==> config.mk <==
export PLATFORM = sky130hd
export DESIGN_NAME = player_life_ctrl
export DESIGN_NICKNAME = d
export VERILOG_FILES = /design/src/rtl/player_life_ctrl.sv
export SDC_FILE = /design/constraint.sdc
export NUM_CORES = 1
export LEC_CHECK = 0
export CAP_MARGIN = 20
export CORE_MARGIN = 4
export CORE_UTILIZATION = 29
export CTS_CLUSTER_SIZE = 30
export DETAILED_ROUTE_END_ITERATION = 12
export GPL_TIMING_DRIVEN = 1
export REMOVE_ABC_BUFFERS = 1
export SYNTH_ARGS = -nofsm -noshare
export SYNTH_HDL_FRONTEND = slang
export SYNTH_SLANG_ARGS = --single-unit
export TNS_END_PERCENT = 100
==> constraint.sdc <==
create_clock -name clk -period 2.5 [get_ports clk]
set_input_delay 0.625 -clock clk [delete_from_list [all_inputs] [get_ports clk]]
set_output_delay 0.625 -clock clk [all_outputs]
set_load 0.01 [all_outputs]
==> src/rtl/player_life_ctrl.sv <==
// ---------------------------------------------------------------------------
// player_life_ctrl
// Player sprite sequencing: tracks remaining lives, runs the post-hit blink
// window (hits masked, sprite toggling on each tick edge) and flags game over.
//
// Parameters:
//   LIVES        lives loaded at game start (1..7)
//   BLINK_TICKS  tick edges spent blinking after a non-fatal hit (2..15)
//
// Ports:
//   clk           system clock
//   resetN        asynchronous active-low reset
//   playGame      level; low forces IDLE on the next clock, overrides all
//   startGame     single-cycle pulse; starts/restarts a game
//   tick          slow timebase level; rising edges advance the blink window
//   playerHit     collision report, sampled every cycle
//   visible       sprite may be drawn
//   invulnerable  hits are currently masked
//   lives         remaining lives
//   lifeLost      one-cycle pulse per accepted hit
//   gameOver      high while in OVER
// ---------------------------------------------------------------------------
module player_life_ctrl #(
    parameter int LIVES       = 3,
    parameter int BLINK_TICKS = 8
) (
    input  logic       clk,
    input  logic       resetN,
    input  logic       playGame,
    input  logic       startGame,
    input  logic       tick,
    input  logic       playerHit,
    output logic       visible,
    output logic       invulnerable,
    output logic [2:0] lives,
    output logic       lifeLost,
    output logic       gameOver
);

    typedef enum logic [1:0] {
        S_IDLE  = 2'd0,
        S_ALIVE = 2'd1,
        S_BLINK = 2'd2,
        S_OVER  = 2'd3
    } state_t;

    state_t     r_state;
    state_t     w_state_nxt;
    logic [2:0] r_lives;
    logic [2:0] w_lives_nxt;
    logic [3:0] r_blink_cnt;
    logic [3:0] w_blink_cnt_nxt;
    logic       r_life_lost;
    logic       w_life_lost_nxt;
    logic       r_tick_q;
    logic       w_tick_edge;

    // A tick level held for many cycles produces a single edge.
    assign w_tick_edge = tick & ~r_tick_q;

    always_ff @(posedge clk or negedge resetN) begin
        if (!resetN) begin
            r_tick_q <= 1'b0;
        end else if (!playGame) begin
            r_tick_q <= 1'b0;
        end else begin
            r_tick_q <= tick;
        end
    end

    always_ff @(posedge clk or negedge resetN) begin
        if (!resetN) begin
            r_state     <= S_IDLE;
            r_lives     <= 3'd0;
            r_blink_cnt <= 4'd0;
            r_life_lost <= 1'b0;
        end else begin
            r_state     <= w_state_nxt;
            r_lives     <= w_lives_nxt;
            r_blink_cnt <= w_blink_cnt_nxt;
            r_life_lost <= w_life_lost_nxt;
        end
    end

    // Priority: playGame low, then startGame, then an accepted hit, then tick.
    always_comb begin
        w_state_nxt     = r_state;
        w_lives_nxt     = r_lives;
        w_blink_cnt_nxt = r_blink_cnt;
        w_life_lost_nxt = 1'b0;

        if (!playGame) begin
            w_state_nxt     = S_IDLE;
            w_lives_nxt     = 3'd0;
            w_blink_cnt_nxt = 4'd0;
        end else if (startGame) begin
            w_state_nxt     = S_ALIVE;
            w_lives_nxt     = 3'(LIVES);
            w_blink_cnt_nxt = 4'd0;
        end else begin
            case (r_state)
                S_ALIVE: begin
                    if (playerHit) begin
                        w_life_lost_nxt = 1'b1;
                        if (r_lives <= 3'd1) begin
                            w_state_nxt = S_OVER;
                            w_lives_nxt = 3'd0;
                        end else begin
                            w_state_nxt     = S_BLINK;
                            w_lives_nxt     = r_lives - 3'd1;
                            w_blink_cnt_nxt = 4'(BLINK_TICKS);
                        end
                    end
                end
                S_BLINK: begin
                    // Hits are ignored here, including one coinciding with
                    // the final tick edge.
                    if (w_tick_edge && (r_blink_cnt != 4'd0)) begin
                        w_blink_cnt_nxt = r_blink_cnt - 4'd1;
                        if (r_blink_cnt == 4'd1) begin
                            w_state_nxt = S_ALIVE;
                        end
                    end
                end
                S_IDLE, S_OVER: begin
                end
                default: begin
                    w_state_nxt = S_IDLE;
                end
            endcase
        end
    end

    // Outputs decode registered state only.
    always_comb begin
        visible      = 1'b0;
        invulnerable = 1'b1;
        gameOver     = 1'b0;
        case (r_state)
            S_ALIVE: begin
                visible      = 1'b1;
                invulnerable = 1'b0;
            end
            S_BLINK: begin
                visible = ~r_blink_cnt[0];
            end
            S_OVER: begin
                gameOver = 1'b1;
            end
            default: begin
            end
        endcase
    end

    assign lives    = r_lives;
    assign lifeLost = r_life_lost;

endmodule

==> reports/results.ini, run 1 <==
[clock_network]
clkTransAtPathRegs_ns=0.07
cts_tree=done
post_cts_buffers=0
htreeDepth=1
numCtsBuffers=3
clock_latency_ns=0.27
numClockSinks=11
cts_root_buf=clkbuf_4
cts.path.max_buffers=2

[cells_and_area]
final_cell_count_no_fill=128
area_delta_synth_final_pct=25.46
final_nets=113
antenna_cells=0
drive_above_1_share_pct=9.184

[power_and_ir_drop]
switching_power_uw=146.3
power_density_nw_per_um2=488.9
cellLeakagePower_uw=0.0004227
power_uw=461.2
clkPwrFrac_pct=26.3
combPwrFrac_pct=31.0
switching_share_pct=31.72
seqPwrFrac_pct=42.7
vdd_ir_drop_max_v=0.0002372
p_int_uw=314.9

[setup_path]
crit_arrival_ns=1.54
r2r_slack_ns=0.65
worstSetupEndpointType=output port
critPathBufInv=2
r2r_start=r_state[0]$_DFFE_PN0P_
crit_required_ns=1.88
path_delay_family=buffers and inverters
crit_chain=ha_2 -> inv_1 -> clkdlybuf4s50_1
crit_start=r_state[0]$_DFFE_PN0P_
setup.worst_path.start_class=flop
crit_fanout=7
crit_path_top_delay_cell=clkdlybuf4s50_1
critPathMaxStageDelay_ns=0.53
critPathKind=reg2out

[placed_design]
dp_slack_ns=0.2264
place_hpwl_microns=1195
io_buffers=12
dp.cells=124
gp_congestion=0.7848

[hold_path]
hold_path_startpoint=r_blink_cnt[2]$_DFFE_PN0P_
hold_class=reg2reg

[drt]
wl_microns=1576
vias=659
routed_via_density=5.148
drt-wirelength-per-cell_microns=12.31
post-route-drc-count=0
drtIter0Drc=11
drtAntennaViolNets=0
detail_route.first_pass.iterations=4

[synth]
netlist_instances=82
syn-mean-instance-area_sq_um=9.170
synth_edf_count=0
ys_warn_count=0
synth_cell_types=29
synthArstFlopShare_pct=100.0
ys_ff_latch=11
ys_seq_area_share_pct=36.61
synthesis.area_sq_um=752.0
synth_flop_cell=dfrtp_1

[floorplan]
fp.dieH_microns=58.92
fp.dieArea_sq_um=3472
core-area_sq_um=2477
die_w_microns=58.92
start_util_pct=30.35
ioPinCount=13
fp-row-count=18

[timing]
rsz0062_at_grt=no
drv_slew=0
finalSetupTns_ns=0
period_share_pct=86.46
fmax_ghz=0.4626
clock_skew_ns=0.004434
worstMarginPinSlew_ns=0.5471
finalWorstSetupSlack_ns=0.3384
relSlewSlack_pct=63.41
setup_violations=0
min_period_ns=2.162
whs_ns=0.5445
hold_viol_final=0

[grt]
grt-ovfl-total=0
grtUsageTotal_pct=10.68
grt_pass1_wl_microns=2787
grt_max_degree=12
grt_pass1_vias=616
antenna_found_initial=0

[run]
maxCapViolations=0

[status]
outcome=completed

==> worst paths after layout <==
| path | to | cells past startpoint |
|---|---|---|
| min reg2reg | r_blink_cnt[2]$_DFFE_PN0P_ | 1 |
| max in group asynchronous | lifeLost$_DFF_PN0_ | 1 |
| min in group asynchronous | r_blink_cnt[0]$_DFFE_PN0P_ | 1 |
| min | r_blink_cnt[2]$_DFFE_PN0P_ | 1 |
| max reg2reg | r_state[0]$_DFFE_PN0P_ | 6 |
| max | invulnerable | 3 |
==> sequential cells by signal, summed over array words and instances, names as in the netlist <==
register     flops
lifeLost         1
lives            3
r_blink_cnt      4
r_state          2
r_tick_q         1
==> logic make-up after synthesis <==
family	synth area share [%]
and+or+nand+nor	19.14
AOI/OAI and AO/OA	24.46
DFF	36.61
buffers and inverters	5.157
adders and majority gates	13.31
muxes	1.331
==> cells in the mapped netlist, types with 2 or more instances <==
master    instances  share of area [%]
a21oi_1           8                5.3
and2_1            3                2.5
dfrtp_1          11                 37
ha_1              8                 13
inv_1             8                4.0
nand2_1           7                3.5
nand2b_1          4                3.3
nand3_1           4                2.7
nor2_1            5                2.5
o311a_1           2                2.7
o31ai_1           2                2.0
o41ai_1           3                3.5
==> worst register-to-register path: stages (launching register included) <==
cell and delay [ns]:
dfrtp_1 0.41, inv_1 0.06, ha_1 0.21, buf_4 0.17, a221o_1 0.36, or4_1 0.40
o311a_1 0.13
==> final cells by class <==
| type | count | area (sq um) |
|---|---|---|
| Fill cell | 263 | 1534 |
| Multi-Input combinational cell | 61 | 440.4 |
| Sequential cell | 11 | 275.3 |
| Timing Repair Buffer | 13 | 130.1 |
| Tap cell | 30 | 37.54 |
| Inverter | 9 | 33.78 |
| Clock buffer | 4 | 26.28 |
==> layout by cell type (no fill, tap or decap), types with 4 or more instances in the layout <==
| master | n |
|---|---|
| nand2b_1 | 4 |
| nor2_1 | 5 |
| nand2_1 | 7 |
| inv_1 | 8 |
| nand3_1 | 4 |
| ha_1 | 7 |
| clkdlybuf4s50_1 | 11 |
| dfrtp_1 | 11 |
| a21oi_1 | 8 |
==> stage by stage <==
step | utilization [%] | area (sq um)
after CTS | 37.88 | 938.4
after floorplan | - | 747.0
after detailed placement | 36.82 | 912.1
after global placement | 36.82 | 912.1
final | 38.08 | 943.4
after global routing | 38.08 | 943.4
==> power by group through the flow <==
stage / Sequential (uW) / Combinational (uW) / Clock (uW)
floorplan: 200 / 88.7 / 0
global placement: 200 / 142 / 0
detailed placement: 200 / 142 / 0
CTS: 196 / 143 / 130
global route: 198 / 162 / 137
finish: 197 / 143 / 121
==> per-layer routing <==
layer | global-route usage, % | share of wire (%)
met1 | 14.88 | 51
met2 | 15.77 | 45
met3 | 2.193 | 4.4
met4 | 4.854 | 0
met5 | 0 | 0
==> what timing repair did <==
item	in CTS	in global routing
gates resized for setup	0	2
endpoints found under the setup margin	0	1
hold buffers	0	0
Power figures use the tool's default switching activity.
==> inputs of run 2 (changes only) <==
--- a/config.mk
+++ b/config.mk
@@ -8,9 +8,11 @@
 export CAP_MARGIN = 20
 export CORE_MARGIN = 4
 export CORE_UTILIZATION = 29
+export CTS_BUF_LIST = sky130_fd_sc_hd__clkbuf_16
 export CTS_CLUSTER_SIZE = 30
 export DETAILED_ROUTE_END_ITERATION = 12
 export GPL_TIMING_DRIVEN = 1
+export PLACE_DENSITY = 0.57
 export REMOVE_ABC_BUFFERS = 1
 export SYNTH_ARGS = -nofsm -noshare
 export SYNTH_HDL_FRONTEND = slang
==> constraint.sdc (replaced) <==
create_clock -name clk -period 2.5 [get_ports clk]
set_input_delay 0.5 -clock clk [delete_from_list [all_inputs] [get_ports clk]]
set_output_delay 0.5 -clock clk [all_outputs]
set_load 0.01 [all_outputs]
==> reports/results.ini, run 2 (synthesized netlist as in run 1, its figures left out) <==
[timing]
hold_viol_final=0  ; unchanged
fmax_ghz=0.4476  ; -3.3%
setup_violations=0  ; unchanged
finalSetupTns_ns=0  ; unchanged
clock_skew_ns=0.0006383  ; -0.003796 ns
min_period_ns=2.234  ; +0.07263 ns
period_share_pct=89.37  ; +2.9 points
finalWorstSetupSlack_ns=0.2658  ; -0.07263 ns
rsz0062_at_grt=no
whs_ns=0.5465  ; +0.001993 ns
relSlewSlack_pct=65.47  ; +2.1 points
drv_slew=0  ; unchanged
worstMarginPinSlew_ns=0.5164  ; -0.03070 ns

[cells_and_area]
final_common_cell=clkdlybuf4s50_1
largest-register=r_blink_cnt
largest_register_ffs=4  ; unchanged
final_nets=113  ; unchanged
antenna_cells=0  ; unchanged
postLayoutCellArea_sq_um=991.0  ; +5.0%
drive_above_1_share_pct=8.163  ; -1.0 points
most-common-layout-cells=12 x clkdlybuf4s50_1, 11 x dfrtp_1, 9 x inv_1
area_delta_synth_final_pct=31.78

[floorplan]
fp.dieArea_sq_um=3472  ; unchanged
ioPinCount=13  ; unchanged
fp.dieH_microns=58.92  ; unchanged
die_w_microns=58.92  ; unchanged
core-area_sq_um=2477  ; unchanged
fp-row-count=18  ; unchanged
start_util_pct=30.35  ; unchanged

[power_and_ir_drop]
power_uw=629.6  ; +37%
power_density_nw_per_um2=635.3  ; +30%
vdd_ir_drop_max_v=0.0005688  ; +140%
cellLeakagePower_uw=0.0004351  ; +3.0%

[drt]
drtIter0Drc=10  ; -1
vias=658  ; -0.15%
drt-wirelength-per-cell_microns=12.71  ; +3.2%
drtAntennaViolNets=0  ; unchanged
routed_via_density=5.141  ; -0.15%
post-route-drc-count=0  ; unchanged
detail_route.first_pass.iterations=4  ; unchanged
wl_microns=1627  ; +3.2%

[setup_path]
worstSetupEndpointType=output port
crit_required_ns=2.00  ; +0.12 ns
critPathBufInv=2  ; unchanged
crit_arrival_ns=1.73  ; +0.19 ns
crit_fanout=5  ; -2
r2r_start=r_state[0]$_DFFE_PN0P_
crit_path_top_delay_cell=clkdlybuf4s50_1
critPathMaxStageDelay_ns=0.55  ; +0.02 ns
crit_start=r_state[0]$_DFFE_PN0P_
critPathKind=reg2out
path_delay_family=buffers and inverters
setup.worst_path.start_class=flop
crit_chain=inv_1 -> ha_1 -> nor2_1 -> clkdlybuf4s50_1

[placed_design]
place_hpwl_microns=1257  ; +5.1%
gp_congestion=0.7427  ; -5.4%
place_area_sq_um=912.1  ; unchanged
dp_slack_ns=0.3450  ; +0.1186 ns
io_buffers=12  ; unchanged

[clock_network]
cts_root_buf=clkbuf_16
cts.path.max_buffers=2  ; unchanged
htreeDepth=1  ; unchanged
clkTransAtPathRegs_ns=0.04  ; -0.03 ns
post_cts_buffers=0  ; unchanged
cts_resized=0  ; unchanged
numClockSinks=11  ; unchanged
cts_tree=done
cts_hold_buf=0  ; unchanged
numCtsBuffers=3  ; unchanged
clock_latency_ns=0.24  ; -0.03 ns

[status]
outcome=completed

[hold_path]
hold_path_startpoint=r_blink_cnt[2]$_DFFE_PN0P_
hold_class=reg2reg

[grt]
antenna_found_initial=0  ; unchanged
grt_pass1_vias=626  ; +1.6%
grt_max_degree=12  ; unchanged
grt-ovfl-total=0  ; unchanged
grtUsageTotal_pct=10.54  ; -0.14 points
grt_pass1_wl_microns=2649  ; -5.0%

[run]
maxCapViolations=0  ; unchanged

==> run 2: cell type report <==
type,count,area [sq um]
sequential,11,275.3
fill,267,1486
inverter,9,33.78
timing repair buffer,13,127.6
multi-input combinational,61,437.9
clock inverter,1,3.754
tap,30,37.54
clock buffer,3,75.07
==> run 2: final timing paths <==
kind,endpoint,slack (ns),cells after the start
max,visible,0.27,4
min,r_blink_cnt[2]$_DFFE_PN0P_,0.55,1
max reg2reg,r_state[0]$_DFFE_PN0P_,0.65,6
min reg2reg,r_blink_cnt[2]$_DFFE_PN0P_,0.55,1
max in group asynchronous,lives[0]$_DFFE_PN0P_,1.55,1
min in group asynchronous,r_blink_cnt[1]$_DFFE_PN0P_,0.61,1
==> run 2: routing by layer <==
metal | vias to the layer above | global-route usage, % | part of all wire (%)
met2 | 12 | 15.46 | 46
met3 | 4 | 4.605 | 5.3
met1 | 310 | 13.65 | 47
met5 | - | 0 | 0
li1 | 332 | - | -
met4 | 0 | 3.883 | 1.2
==> run 2: where the power goes <==
part	switching [uW]	internal (uW)	leakage [uW]	total [uW]
combinational	75.3	65.5	0.000246	141
clock	80.6	210	0.0000423	291
sequential	9.75	188	0.000147	198
==> run 2: worst reg2reg max path: stages (launching register included) <==
cell	delay [ns]
dfrtp_1	0.39
inv_1	0.06
ha_1	0.21
buf_4	0.17
a221o_1	0.37
or4_1	0.40
o311a_1	0.13
==> run 2: stage by stage <==
stage / cells / util (%)
finish: 128 / 40.00
global route: 128 / 40.00
CTS: 128 / 40.00
detailed placement: 124 / 36.82
global placement: 124 / 36.82
floorplan: 81 / -
